--- src/rtl/fifo_occupancy_ctrl_if.sv ---
// Request, pointer and status bundle between the FIFO pointer stages and the
// occupancy controller. The controller is the slave.
interface fifo_occupancy_ctrl_if #(
  parameter int PTR_W = 8,
  parameter int CNT_W = 4
);
  logic             wr_req;
  logic             rd_req;
  logic [PTR_W-1:0] wr_ptr;
  logic [PTR_W-1:0] rd_ptr;
  logic             err_clr;
  logic             full;
  logic             empty;
  logic             almost_full;
  logic             almost_empty;
  logic [CNT_W-1:0] count;
  logic             wr_accept;
  logic             rd_accept;
  logic             overflow_err;
  logic             underflow_err;
  logic             ptr_err;

  modport master (
    output wr_req, rd_req, wr_ptr, rd_ptr, err_clr,
    input  full, empty, almost_full, almost_empty, count,
           wr_accept, rd_accept, overflow_err, underflow_err, ptr_err
  );

  modport slave (
    input  wr_req, rd_req, wr_ptr, rd_ptr, err_clr,
    output full, empty, almost_full, almost_empty, count,
           wr_accept, rd_accept, overflow_err, underflow_err, ptr_err
  );
endinterface

--- src/rtl/fifo_occupancy_ctrl.sv ---
// FIFO occupancy tracker: registered count, status flags derived from it,
// accept gating for the pointer stages and sticky overflow/underflow/pointer errors.
module fifo_occupancy_ctrl #(
  parameter int DEPTH     = 8,
  parameter int PTR_W     = 8,
  parameter int CNT_W     = 4,
  parameter int AF_THRESH = 6,
  parameter int AE_THRESH = 2
) (
  input  logic                  clk_in,
  input  logic                  sreset,
  fifo_occupancy_ctrl_if.slave  bus
);

  logic [CNT_W-1:0] count_q;
  logic             overflow_q;
  logic             underflow_q;
  logic             ptr_err_q;

  logic             full;
  logic             empty;
  logic             wr_accept;
  logic             rd_accept;
  logic [PTR_W-1:0] ptr_diff;
  logic             ptr_mismatch;

  // Flags decode only the count register, so requests never reach them combinationally.
  assign full  = (count_q == CNT_W'(DEPTH));
  assign empty = (count_q == '0);

  assign wr_accept = bus.wr_req & ~full;
  assign rd_accept = bus.rd_req & ~empty;

  // Modular subtraction absorbs pointer wrap at 2^PTR_W.
  assign ptr_diff     = bus.wr_ptr - bus.rd_ptr;
  assign ptr_mismatch = (ptr_diff != PTR_W'(count_q));

  // NOTE: state registers use non-blocking assignments so every flop samples
  // pre-edge values regardless of statement order.
  always_ff @(posedge clk_in) begin
    if (sreset) begin
      count_q     <= '0;
      overflow_q  <= 1'b0;
      underflow_q <= 1'b0;
      ptr_err_q   <= 1'b0;
    end else begin
      case ({wr_accept, rd_accept})
        2'b10:   count_q <= count_q + CNT_W'(1);
        2'b01:   count_q <= count_q - CNT_W'(1);
        default: count_q <= count_q;
      endcase
      // NOTE: the set term is OR-ed after the clear so a new error wins over err_clr.
      overflow_q  <= (overflow_q  & ~bus.err_clr) | (bus.wr_req & full);
      underflow_q <= (underflow_q & ~bus.err_clr) | (bus.rd_req & empty);
      ptr_err_q   <= (ptr_err_q   & ~bus.err_clr) | ptr_mismatch;
    end
  end

  assign bus.full          = full;
  assign bus.empty         = empty;
  assign bus.almost_full   = (count_q >= CNT_W'(AF_THRESH));
  assign bus.almost_empty  = (count_q <= CNT_W'(AE_THRESH));
  assign bus.count         = count_q;
  assign bus.wr_accept     = wr_accept;
  assign bus.rd_accept     = rd_accept;
  assign bus.overflow_err  = overflow_q;
  assign bus.underflow_err = underflow_q;
  assign bus.ptr_err       = ptr_err_q;

endmodule

--- src/flat_wrapper.sv ---
// flat-port wrapper written by rule: the top's interface ports become plain ports
module fifo_occupancy_ctrl_flat 
#(
  parameter int DEPTH     = 8,
  parameter int PTR_W     = 8,
  parameter int CNT_W     = 4,
  parameter int AF_THRESH = 6,
  parameter int AE_THRESH = 2
)
  (clk_in, sreset, bus_wr_req, bus_rd_req, bus_wr_ptr, bus_rd_ptr, bus_err_clr, bus_full, bus_empty, bus_almost_full, bus_almost_empty, bus_count, bus_wr_accept, bus_rd_accept, bus_overflow_err, bus_underflow_err, bus_ptr_err);
  fifo_occupancy_ctrl_if #(.PTR_W(PTR_W), .CNT_W(CNT_W)) bus_i ();
  input  logic clk_in;
  input  logic sreset;
  input wire logic [$bits(bus_i.wr_req)-1:0] bus_wr_req;
  input wire logic [$bits(bus_i.rd_req)-1:0] bus_rd_req;
  input wire logic [$bits(bus_i.wr_ptr)-1:0] bus_wr_ptr;
  input wire logic [$bits(bus_i.rd_ptr)-1:0] bus_rd_ptr;
  input wire logic [$bits(bus_i.err_clr)-1:0] bus_err_clr;
  output wire logic [$bits(bus_i.full)-1:0] bus_full;
  output wire logic [$bits(bus_i.empty)-1:0] bus_empty;
  output wire logic [$bits(bus_i.almost_full)-1:0] bus_almost_full;
  output wire logic [$bits(bus_i.almost_empty)-1:0] bus_almost_empty;
  output wire logic [$bits(bus_i.count)-1:0] bus_count;
  output wire logic [$bits(bus_i.wr_accept)-1:0] bus_wr_accept;
  output wire logic [$bits(bus_i.rd_accept)-1:0] bus_rd_accept;
  output wire logic [$bits(bus_i.overflow_err)-1:0] bus_overflow_err;
  output wire logic [$bits(bus_i.underflow_err)-1:0] bus_underflow_err;
  output wire logic [$bits(bus_i.ptr_err)-1:0] bus_ptr_err;
  assign bus_i.wr_req = bus_wr_req;
  assign bus_i.rd_req = bus_rd_req;
  assign bus_i.wr_ptr = bus_wr_ptr;
  assign bus_i.rd_ptr = bus_rd_ptr;
  assign bus_i.err_clr = bus_err_clr;
  assign bus_full = bus_i.full;
  assign bus_empty = bus_i.empty;
  assign bus_almost_full = bus_i.almost_full;
  assign bus_almost_empty = bus_i.almost_empty;
  assign bus_count = bus_i.count;
  assign bus_wr_accept = bus_i.wr_accept;
  assign bus_rd_accept = bus_i.rd_accept;
  assign bus_overflow_err = bus_i.overflow_err;
  assign bus_underflow_err = bus_i.underflow_err;
  assign bus_ptr_err = bus_i.ptr_err;
  fifo_occupancy_ctrl #(.DEPTH(DEPTH), .PTR_W(PTR_W), .CNT_W(CNT_W), .AF_THRESH(AF_THRESH), .AE_THRESH(AE_THRESH)) u_core (.clk_in(clk_in), .sreset(sreset), .bus(bus_i));
endmodule
--- config.mk ---
export PLATFORM = sky130hd
export DESIGN_NAME = fifo_occupancy_ctrl_flat
export DESIGN_NICKNAME = d
export VERILOG_FILES = /design/src/rtl/fifo_occupancy_ctrl_if.sv /design/src/rtl/fifo_occupancy_ctrl.sv /design/src/flat_wrapper.sv
export SDC_FILE = /design/constraint.sdc
export NUM_CORES = 1
export LEC_CHECK = 0
export BUFFER_PORTS_ARGS = -buffer_cell sky130_fd_sc_hd__buf_2
export CAP_MARGIN = 0
export CORE_MARGIN = 1
export CORE_UTILIZATION = 30
export DETAILED_ROUTE_END_ITERATION = 6
export PLACE_DENSITY_LB_ADDON = 0.15
export SETUP_SLACK_MARGIN = 0.5
export SYNTH_ARGS = -nofsm -noshare
export SYNTH_HDL_FRONTEND = slang
export SYNTH_SLANG_ARGS = --single-unit
--- constraint.sdc ---
create_clock -name clk_in -period 3 [get_ports clk_in]
set_input_delay 0.45 -clock clk_in [delete_from_list [all_inputs] [get_ports clk_in]]
set_output_delay 0.45 -clock clk_in [all_outputs]
set_load 0.05 [all_outputs]
# Word level (Yosys, flattened, before mapping)
# Index checks and enable logic that the tools add are counted.
dict set report op_classes {
  add_sub_neg 3
  mul 0
  div_mod_pow 0
  n_lt_le_gt_ge 2
  eq_ne 4
  n_shift 0
  mux 1
  bitwise_logic 13
  reduce_logical 2
}
# cell n
set ops {}
lappend ops {{!= test 8 x 4 -> 1 bit} 1}
lappend ops {{case mux 4 bit (2 select lines)} 1}
lappend ops {{subtractor 8 bit} 1}
lappend ops {{AND 1 bit} 7}
lappend ops {{adder 4 x 1 -> 4 bit, second input constant} 1}
lappend ops {{equality test 4 bit, second input constant} 1}
lappend ops {{>= comparator 4 x 3 -> 1 bit, second input constant} 1}
lappend ops {{less-or-equal comparator 4 x 2 -> 1 bit, second input constant} 1}
lappend ops {{zero test 4 bit} 1}
lappend ops {{subtractor 4 x 1 -> 4 bit, second input constant} 1}
lappend ops {{NOT 1 bit} 3}
lappend ops {{OR 1 bit} 3}
lappend ops {{equality test 2 x 1 -> 1 bit, second input constant} 1}
lappend ops {{equality test 2 bit, second input constant} 1}
lappend ops {{nonzero test 2 bit} 1}
dict set report totals {
  reg_bits 7
  latch_bits 0
  ramBits 0
  romBits 0
  in_bits 21
  out_inout_bits 13
  wordCells 29
  memories 0
}

# Depth between registers and ports, before layout
# Gate-level depths: netlist (run 1).
dict set report depth {
  ltp_word 5
  ltp_mapped 10
  mapped_depth_nobuf 9
}

# Worst setup path after synthesis (run 1)
# Ideal clock, no wire load.
dict set report synth_path {
  path_kind {reg-to-reg}
  start {register u_core.count_q[1] (netlist: u_core.bus.count[1])}
  end {register u_core.count_q[3] (netlist: u_core.bus.count[3])}
  setup_time_ps 70
  arrival_ps 4664
  t_required_ps 2930
  path_slack_ps -1734
  path_stages_with_launch 11
  path_buffers 1
  period_less_slack_ps 4734
  cell_sequence {dfxtp_1 -> clkbuf_1 -> nor4_1 -> nor2b_1 -> ha_1 -> ha_1 -> a21o_1 -> a21oi_2 -> xnor2_1 -> or3_1 -> a21oi_1}
}
dict set report synth_between {
  elab_chain_len 5
  elab_cells_between_ends 12
  classes_between {add/sub (2); eq/ne (3); mux (1); bitwise (4); reduce/logical (2)}
}
# item line_no
set synth_lines {}
lappend synth_lines {{start, declared} fifo_occupancy_ctrl.sv:15} ;# logic [CNT_W-1:0] count_q;
lappend synth_lines {{start signal, assigned} fifo_occupancy_ctrl.sv:48} ;# 2'b10: count_q <= count_q + CNT_W'(1);
lappend synth_lines {{start signal, assigned} fifo_occupancy_ctrl.sv:49} ;# 2'b01: count_q <= count_q - CNT_W'(1);
lappend synth_lines {{start signal, assigned} fifo_occupancy_ctrl.sv:50} ;# default: count_q <= count_q;
lappend synth_lines {{zero test 4 bit (*)} fifo_occupancy_ctrl.sv:29} ;# assign empty = (count_q == '0);
lappend synth_lines {{named net bus_empty} flat_wrapper.sv:20} ;# output wire logic [$bits(bus_i.empty)-1:0] bus_empty;
lappend synth_lines {{NOT 1 bit (*)} fifo_occupancy_ctrl.sv:32} ;# assign rd_accept = bus.rd_req & ~empty;
lappend synth_lines {{AND 1 bit (*)} fifo_occupancy_ctrl.sv:32}
lappend synth_lines {{named net bus_rd_accept} flat_wrapper.sv:25} ;# output wire logic [$bits(bus_i.rd_accept)-1:0] bus_rd_accept;
lappend synth_lines {{equality test 2 x 1 -> 1 bit / equality test 2 bit (equally long branches)} fifo_occupancy_ctrl.sv:47} ;# case ({wr_accept, rd_accept})
lappend synth_lines {{case mux 4 bit (2 select lines) / nonzero test 2 bit (equally long branches)} --}
# Mark *: on every way through the listed nets, which the timed path passes. The rest lies on a longest branch.
# A chain may end at the register's enable or synchronous reset.

# Worst setup path in the final report (run 1)
dict set report layout_path {
  start {register u_core.count_q[0] (netlist: u_core.bus.count[0])}
  end {register u_core.count_q[3] (netlist: u_core.bus.count[3])}
}
dict set report layout_between {
  elab_chain_len 5
  elab_cells_between_ends 12
  classes_between {add/sub (2); eq/ne (3); mux (1); bitwise (4); reduce/logical (2)}
}
# item line_no
set layout_lines {}
lappend layout_lines {{equality test 4 bit / zero test 4 bit (equally long branches)} {fifo_occupancy_ctrl.sv:28, fifo_occupancy_ctrl.sv:29}}
lappend layout_lines {{NOT 1 bit, on equally long branches} {fifo_occupancy_ctrl.sv:31, fifo_occupancy_ctrl.sv:32}}
lappend layout_lines {{AND 1 bit, on equally long branches} {fifo_occupancy_ctrl.sv:31, fifo_occupancy_ctrl.sv:32}}
lappend layout_lines {{equality test 2 x 1 -> 1 bit / equality test 2 bit (equally long branches)} fifo_occupancy_ctrl.sv:47}
lappend layout_lines {{case mux 4 bit (2 select lines) / nonzero test 2 bit (equally long branches)} --}
# Several ways; a longest one is shown, not always the timed one.

==> results of run 1 <==
## stage by stage
stage | worst slack, ps | utilization, % | cells
4_1_cts | 843 | 43.4 | 173
6_report | 861 | 43.4 | 173
3_5_place_dp | 851 | 42.4 | 169
5_1_grt | 676 | 43.4 | 173
2_1_floorplan | 157 | - | 109
3_3_place_gp | 872 | 42.4 | 169
## cell usage in the layout, fill, tap and decap left out, types with 2 or more instances in the layout
cell and count:
buf_2 33, inv_1 17, nor2_1 13, a21oi_1 10
ha_1 10, o21ai_0 8, xnor2_1 5, xor2_1 4
nor2b_1 4, nand2b_1 3, clkbuf_4 3, dfxtp_4 3
dfxtp_1 3, a21o_1 2, o211ai_1 2, nand2_1 2
mux2i_1 2, fa_1 2
## final timing paths
path / endpoint / slack (ps) / cells after the start
worst max-delay path: u_core.bus.count[3]$_SDFFE_PP0P_ / 860 / 9
worst min-delay path: u_core.bus.count[3]$_SDFFE_PP0P_ / 440 / 2
worst max register to register: u_core.bus.count[3]$_SDFFE_PP0P_ / 860 / 9
worst min register to register: u_core.bus.count[3]$_SDFFE_PP0P_ / 560 / 2
## sequential cells by signal, indices dropped and copies added, names as in the netlist
register / cells
u_core.bus.count: 4
u_core.bus.overflow_err: 1
u_core.bus.ptr_err: 1
u_core.bus.underflow_err: 1
## kinds of logic after synthesis
logic type / after synthesis
simple gates: 29
flops: 7
buf+inv: 20
xor+xnor: 9
fa+ha+maj: 13
mux: 3
compound gates: 28
## metal layers
metal	vias up	GRT usage [%]
met2	22	26.0
met3	2	4.17
li1	435	-
met1	367	16.9
met4	0	1.28
met5	-	0
## worst max-delay path: cells and delay by family (launching register included)
family	cells	cell delay (ps)
AO/OA/AOI/OAI	3	400
AND/OR/NAND/NOR	3	760
XOR/XNOR	1	80
flip-flops	1	390
adder cells (fa/ha/maj)	2	430
## power by group
group	switching (mW)	leakage [nW]	internal (mW)
logic	0.442	0.486	0.237
registers	0.0746	0.0601	0.133
clock network	0.0368	0.0150	0.0509
## cells in the mapped netlist, drive strengths merged
library cell,count
a21oi,11
a21o,2
nor4,2
buf,1
xor2,4
o211ai,2
nand2b,4
nor4b,1
fa,2
inv,17
nor2b,5
nand2,2
dfxtp,7
nor2,13
ha,11
o22ai,1
a311oi,1
xnor2,5
and3,1
mux2,1
a211oi,1
o21ai,8
a31oi,1
a32o,1
clkbuf,2
mux2i,2
or3,1
## layout make-up
type / count / area (um^2)
Inverter: 17 / 63.8
Tap cell: 30 / 37.5
Clock buffer: 4 / 26.3
Sequential cell: 7 / 153
Multi-Input combinational cell: 82 / 659
Fill cell: 288 / 1440
Timing Repair Buffer: 33 / 165
==> results_dict.tcl, run 1 <==
set metrics [dict create \
    hold_ws_ps 444 \
    final_area_um2 1100 \
    drcViolationCount 0 \
    synth_compound_area_share_pct 20.3 \
    htree_num_levels 1 \
    ys_types 28 \
    hp-start "sreset" \
    cts-root-buf "clkbuf_4" \
    antenna_found_initial 0 \
    crit_fanout 8 \
    setup_viol 0 \
    power.density_nw_per_um2 882 \
    clkSinkCount 7 \
    muxShareOfSynthArea_pct 3.79 \
    die_h_um 54.4 \
    hold_buffers 0 \
    grt_pass1_wl_mm 3.11 \
    cts_buffers 3 \
    grt_max_degree 10 \
    dpl_cell_area_um2 1080 \
    ios 34 \
    core_area_um2 2540 \
    start_util_pct 32.4 \
    syn_nets 143 \
    clkSlewWorstSetupHoldPaths_ps 60 \
    cp-start-kind "register" \
    finClkSkew_ps 7.65 \
    synth_area_um2 825 \
    yosys-top-cells-area "dfxtp_1, ha_1, inv_1, a21oi_1, nor2_1" \
    first_pass_iters 2 \
    dieArea_um2 2960 \
    overflow 0 \
    crit_required_ps 3180 \
    wl_mm 1.81 \
    cp-end-kind "register" \
    cts_tree "built" \
    syn_inst 109 \
    yosysTopAreaCellShare_pct 17.0 \
    wl_met1_um 825 \
    synthAdderAreaFrac_pct 21.5 \
    place.port_buffers 33 \
    gp_congestion 0.745 \
    drv_slew 0 \
    yosys.area_share.simple_pct 17.8 \
    path_class "register to register" \
    ys_ff_latch 7 \
    drtIter0Drc 4 \
    max_freq_ghz 0.468 \
    rows 18 \
    critical_path.max_stage_delay_ps 390 \
    grt_usage_pct 14.3 \
    ant_nets 0 \
    synth_top_family_by_area "adder cells" \
    synthToLayoutAreaGrowth_pct 34.0 \
    ys_warn_count 0 \
    cts_resized 0 \
    chipWidth_um 54.4 \
    cts_setup_buffers 0 \
    route.vias.total 826 \
    nets 178 \
    ir_drop_v 0.000663 \
    drive_above_1_share_pct 32.9 \
    crit_chain "nor4_4 -> nor2b_4 -> ha_4 -> ha_1 -> a21o_1 -> a21oi_2 -> xnor2_1 -> or3_1 -> a21oi_1" \
    min_path_type "input pin to register" \
    slew_headroom_pct 78.9 \
    insertion_delay_ps 250 \
    startpoint "u_core.bus.count[0]$_SDFFE_PP0P_" \
    leakagePower_nw 0.561 \
    min_period_ps 2140 \
    clock_path_buffers 2 \
    vias_per_cell 4.77 \
    finalHoldViolations 0 \
    worst_ep_arrival_time_ps 2320 \
    post-route-period-util_pct 71.3 \
    r2r_start "u_core.bus.count[0]$_SDFFE_PP0P_" \
    finalSetupTns_ps 0 \
    top_layer "met4" \
    worstMarginPinSlew_ps 315 \
    synthXorXnorAreaFrac_pct 9.56 \
    yosysSeqAreaShare_pct 17.0 \
    cpMaxStageDelayCell "dfxtp_4" \
    yosysTopAreaCell "dfxtp_1" \
    met2_length_um 873 \
    total_power_uw 975 \
    place_hpwl_mm 1.56 \
    syn_avg_cell_area_um2 7.56 \
    routed-wl-met3_um 98 \
    status "completed" \
    rsz0062_at_grt "false" \
    grt_pass1_vias 787 \
    maxCapViolCount 0 \
    antenna_cells 0 \
    wl_per_cell_um 10.5 \
]
Power figures use the tool's default switching activity.
==> inputs of run 2 (changes only) <==
- clock period: 3 -> 1.75 ns (I/O delays scaled with it)
==> run 2 against run 1 <==
Compared with the run above:
- the flow now finishes with violations (negative setup slack)
- clock skew down 6.7 ps
- sequential share of layout area down 3.5 points
- count of clock-buffer cells in the layout unchanged
- first-iteration DRC count rose to 4.3 times the previous value
- power up 140%
- sequential power up 45%
- worst hold slack worse by 180 ps
- final cell count up 13%
- critical path type unchanged
==> results_dict.tcl, run 2 (same netlist as run 1, synthesis figures left out) <==
set metrics [dict create \
    slew_headroom_pct 79.2 \
    mostFrequentLayoutCells "buf_2, inv_1, buf_6" \
    hold_depth 2 \
    met2_length_mm 1.26 \
    share_comb_of_total_power_pct 81.3 \
    fin_util_pct 59.0 \
    cts_tree "built" \
    synthToLayoutAreaGrowth_pct 82.1 \
    gp_congestion 0.799 \
    insertion_delay_ps 250 \
    status "finished, violations left" \
    layout.cells.most_common "buf_2" \
    chipWidth_um 54.4 \
    min_period_ps 2060 \
    start_util_pct 32.4 \
    maxCapViolCount 0 \
    ir_drop_v 0.00126 \
    die_h_um 54.4 \
    power_switching_mw 1.14 \
    rows 18 \
    htree_num_levels 1 \
    final_area_um2 1500 \
    power.density_nw_per_um2 1590 \
    leakagePower_nw 0.709 \
    ant_nets 0 \
    wl_mm 2.27 \
    p_int_mw 1.25 \
    place_hpwl_mm 1.64 \
    hp-start "sreset" \
    antenna_cells 0 \
    largest_register_ffs 4 \
    route.vias.total 919 \
    rrSetupSlack_ps -310 \
    path_class "register to register" \
    drtIter0Drc 17 \
    switching_share_pct 47.6 \
    rr_endpoint "u_core.bus.count[3]$_SDFFE_PP0P_" \
    cp-start-kind "register" \
    post-route-period-util_pct 118 \
    max_freq_ghz 0.486 \
    grt_max_degree 8 \
    cts_buffers 3 \
    finalHoldViolations 0 \
    drive_above_1_share_pct 50.9 \
    dieArea_um2 2960 \
    crit_fanout 3 \
    drcViolationCount 0 \
    setup_slack_ps -308 \
    nets 200 \
    ios 34 \
    hold_path_end "u_core.bus.count[3]$_SDFFE_PP0P_" \
    cts-root-buf "clkbuf_4" \
    clkSlewWorstSetupHoldPaths_ps 50 \
    rsz0062_at_grt "true" \
    p_clk_share_pct 6.0 \
    clock_path_buffers 2 \
    grt_pass1_vias 889 \
    antenna_found_initial 0 \
    core_area_um2 2540 \
    clkSinkCount 7 \
    failed_checks "negative setup slack" \
    grt_pass1_wl_mm 3.67 \
    finClkSkew_ps 0.933 \
    first_pass_iters 4 \
    seqPwrFrac_pct 12.7 \
    top_layer "met3" \
    overflow 0 \
    worst_ep_arrival_time_ps 2240 \
    reg2reg_depth 9 \
    drv_slew 0 \
    wl_met1_um 901 \
    dpl_cell_area_um2 1200 \
    setup_viol 3 \
    worstMarginPinSlew_ps 309 \
    place.port_buffers 33 \
    cp-end-kind "register" \
    min_path_type "input pin to register" \
    fillers 233 \
    crit_required_ps 1930 \
    grt_usage_pct 17.3 \
    vias_per_cell 4.71 \
    finalSetupTns_ps -807 \
    routed-wl-met3_um 100 \
    wl_per_cell_um 11.6 \
    r2r_start "u_core.bus.count[0]$_SDFFE_PP0P_" \
]
run 2: cell count changes in the layout (fill, tap and decap cells not counted), moves of 2 or more:
cell	previous run	this run
buf_4	0	12
buf_8	0	6
fa_2	0	2
fa_1	2	0
buf_2	33	22
buf_6	0	15
a21oi_2	1	4
a21oi_1	10	7
ha_4	1	4
ha_1	10	7
inv_1	17	15
run 2: per-stage QoR:
step / total power, mW / setup slack [ps] / hold WS (ps) / std cells
floorplan: 1.36 / -1090 / 322 / 109
global placement: 1.68 / -286 / 512 / 181
detailed placement: 1.70 / -367 / 516 / 181
CTS: 2.24 / -297 / 263 / 192
global route: 2.54 / -407 / 265 / 195
finish: 2.39 / -308 / 266 / 195
run 2: critical path, stage by stage, from the launching register on:
cell and delay [ps]:
dfxtp_4 360, nor4_4 360, nor2b_4 80, ha_4 180
buf_4 140, ha_4 260, a21oi_2 50, xnor2_1 120
or3_1 320, a21oi_2 110
run 2: power by group through the flow:
stage          Clock (mW)  Sequential [mW]  Combinational, mW
3_5_place_dp            0            0.297               1.40
3_3_place_gp            0            0.294               1.39
2_1_floorplan           0            0.448              0.913
4_1_cts             0.149            0.294               1.80
5_1_grt             0.158            0.311               2.07
6_report            0.143            0.302               1.94
run 2: cell type report:
class,instances,area [um^2],area share [%]
flip-flops and latches,7,155,10.3
clock buffers,4,26.3,1.75
repair buffers,55,459,30.6
inverters,17,76.3,5.08
well taps,30,37.5,2.50
multi-input cells,82,747,49.7
run 2: metal layers:
metal,global-route usage [%],vias to the layer above
met5,0,-
met4,3.85,0
met3,5.00,0
met2,32.3,23
met1,19.1,417
li1,-,479
run 2: how the worst max path moves through the flow:
| stage | cells past startpoint | endpoint | startpoint | slack (ps) |
|---|---|---|---|---|
| CTS | 9 | u_core.bus.count[3]$_SDFFE_PP0P_ | u_core.bus.count[3]$_SDFFE_PP0P_ | -300 |
| detailed placement | 9 | u_core.bus.count[3]$_SDFFE_PP0P_ | u_core.bus.count[0]$_SDFFE_PP0P_ | -370 |
| floorplan | 10 | u_core.bus.count[3]$_SDFFE_PP0P_ | u_core.bus.count[0]$_SDFFE_PP0P_ | -1090 |
| global route | 9 | u_core.bus.count[3]$_SDFFE_PP0P_ | u_core.bus.count[0]$_SDFFE_PP0P_ | -410 |
| finish | 9 | u_core.bus.count[3]$_SDFFE_PP0P_ | u_core.bus.count[0]$_SDFFE_PP0P_ | -310 |
| global placement | 9 | u_core.bus.count[3]$_SDFFE_PP0P_ | u_core.bus.count[0]$_SDFFE_PP0P_ | -290 |
run 2: repair_timing:
action	in CTS	in global routing
gates resized for setup	38	12
pin swaps	11	8
hold endpoints to repair	0	0
endpoints found under the setup margin	15	15
setup buffers	7	3
hold buffers	0	0
==> inputs of run 3 (changes only) <==
- clock period: 1.75 -> 2.5 ns (I/O delays scaled with it)
==> run 3 against run 2 <==
Compared with the run above:
- the flow now finishes without violations
- power decreased by 45%
- non-clock buffer count decreased by 14
- via count shrank 5.3%
- global-route usage is 3.2 points lower
- sequential cell count did not move
==> results_dict.tcl, run 3 (same netlist as run 1, synthesis figures left out) <==
set metrics [dict create \
    status "completed" \
    seq_area_um2 155 \
    mostFrequentLayoutCells "buf_2, inv_1, nor2_1" \
    power.density_nw_per_um2 1090 \
    overflow 0 \
    setup_viol 0 \
    rr_endpoint "u_core.bus.count[3]$_SDFFE_PP0P_" \
    hp-start "bus_rd_req" \
    finalHoldViolations 0 \
    insertion_delay_ps 260 \
    place.port_buffers 33 \
    finClkSkew_ps 7.11 \
    use_met2_pct 24.2 \
    clkSinkCount 7 \
    cp-end-kind "register" \
    first_pass_iters 4 \
    ir_drop_v 0.000824 \
    core_area_um2 2540 \
    hold_path_end "u_core.bus.underflow_err$_SDFF_PP0_" \
    grt_max_degree 10 \
    total_power_mw 1.31 \
    antenna_found_initial 0 \
    leakagePower_nw 0.602 \
    use_met3_pct 3.61 \
    final_area_um2 1210 \
    largest_register_ffs 4 \
    crit_fanout 3 \
    vias_per_cell 4.81 \
    gp_congestion 0.854 \
    post-route-period-util_pct 84.8 \
    cts-root-buf "clkbuf_4" \
    ant_nets 0 \
    wl_mm 2.03 \
    hold_depth 3 \
    grt_pass1_wl_mm 3.00 \
    layout.cells.most_common "buf_2" \
    r2r_start "u_core.bus.count[2]$_SDFFE_PP0P_" \
    clkSlewWorstSetupHoldPaths_ps 60 \
    worst_ep_arrival_time_ps 2300 \
    wl_per_cell_um 11.2 \
    path_class "register to register" \
    multi_input_area_um2 687 \
    clock_path_buffers 2 \
    dieArea_um2 2960 \
    fillers 259 \
    cp-start-kind "register" \
    ios 34 \
    drtIter0Drc 15 \
    dpl_cell_area_um2 1080 \
    dp_slack_ps 356 \
    rsz0062_at_grt "true" \
    antenna_cells 0 \
    die_h_um 54.4 \
    slew_headroom_pct 79.7 \
    route.vias.total 870 \
    worstMarginPinSlew_ps 302 \
    gr-usage-met1_pct 18.0 \
    grt_usage_pct 14.2 \
    min_path_type "input pin to register" \
    hold_ws_ps 369 \
    start_util_pct 32.4 \
    reg2reg_depth 9 \
    min_period_ps 2120 \
    grt_most_used_layer "met2" \
    drcViolationCount 0 \
    max_freq_ghz 0.472 \
    nets 186 \
    maxCapViolCount 0 \
    rows 18 \
    crit_required_ps 2680 \
    setup_slack_ps 381 \
    hold_buffers 0 \
    rrSetupSlack_ps 380 \
    chipWidth_um 54.4 \
    cts_tree "built" \
    place_hpwl_mm 1.55 \
    drv_slew 0 \
    synthToLayoutAreaGrowth_pct 46.4 \
    cts_buffers 3 \
    grt_pass1_vias 743 \
    drive_above_1_share_pct 39.1 \
    htree_num_levels 1 \
]
-- run 3: worst max-delay path, cell delays in order (launching register included) --
cell,delay [ps]
dfxtp_4,360
nor4b_4,300
nand2b_4,190
ha_4,140
ha_4,190
a21o_1,180
a21oi_2,140
xnor2_1,90
or3_1,310
a21oi_1,140
-- run 3: what timing repair did --
action	4_1_cts	5_1_grt
setup buffers	8	0
pin swaps	7	2
gates resized for setup	3	2
cloned	0	0
endpoints found under the setup margin	1	3
hold endpoints to repair	0	0
-- run 3: metrics by stage --
step / cells / util (%) / TNS, ps
after floorplan: 109 / - / -405
after global placement: 169 / 42.4 / 0
after detailed placement: 169 / 42.4 / 0
after CTS: 181 / 47.3 / 0
after global routing: 181 / 47.4 / 0
final: 181 / 47.4 / 0
-- run 3: worst max path at each step --
stage | slack [ps] | endpoint | start | cells after the start
2_1_floorplan | -340 | u_core.bus.count[3]$_SDFFE_PP0P_ | u_core.bus.count[0]$_SDFFE_PP0P_ | 10
3_3_place_gp | 420 | u_core.bus.count[3]$_SDFFE_PP0P_ | u_core.bus.count[0]$_SDFFE_PP0P_ | 9
3_5_place_dp | 360 | u_core.bus.count[3]$_SDFFE_PP0P_ | u_core.bus.count[0]$_SDFFE_PP0P_ | 9
4_1_cts | 400 | u_core.bus.count[3]$_SDFFE_PP0P_ | u_core.bus.count[0]$_SDFFE_PP0P_ | 9
5_1_grt | 280 | u_core.bus.count[3]$_SDFFE_PP0P_ | u_core.bus.count[3]$_SDFFE_PP0P_ | 9
6_report | 380 | u_core.bus.count[3]$_SDFFE_PP0P_ | u_core.bus.count[2]$_SDFFE_PP0P_ | 9
-- run 3: final cells by class --
cell class / instances / area share [%]
Multi-Input combinational cell: 82 / 56.9
Timing Repair Buffer: 41 / 19.7
Sequential cell: 7 / 12.8
Inverter: 17 / 5.28
Tap cell: 30 / 3.11
Clock buffer: 4 / 2.18
-- run 3: layer usage --
metal / vias to the layer above / wire length, um
li1: 450 / -
met1: 391 / 939
met2: 25 / 967
met3: 4 / 112
met4: 0 / 7
met5: - / 0
-- run 3: power breakdown --
group	leakage, nW	internal, mW	switching [mW]
clock network	0.0150	0.0611	0.0438
registers	0.0604	0.162	0.0658
logic	0.526	0.382	0.598
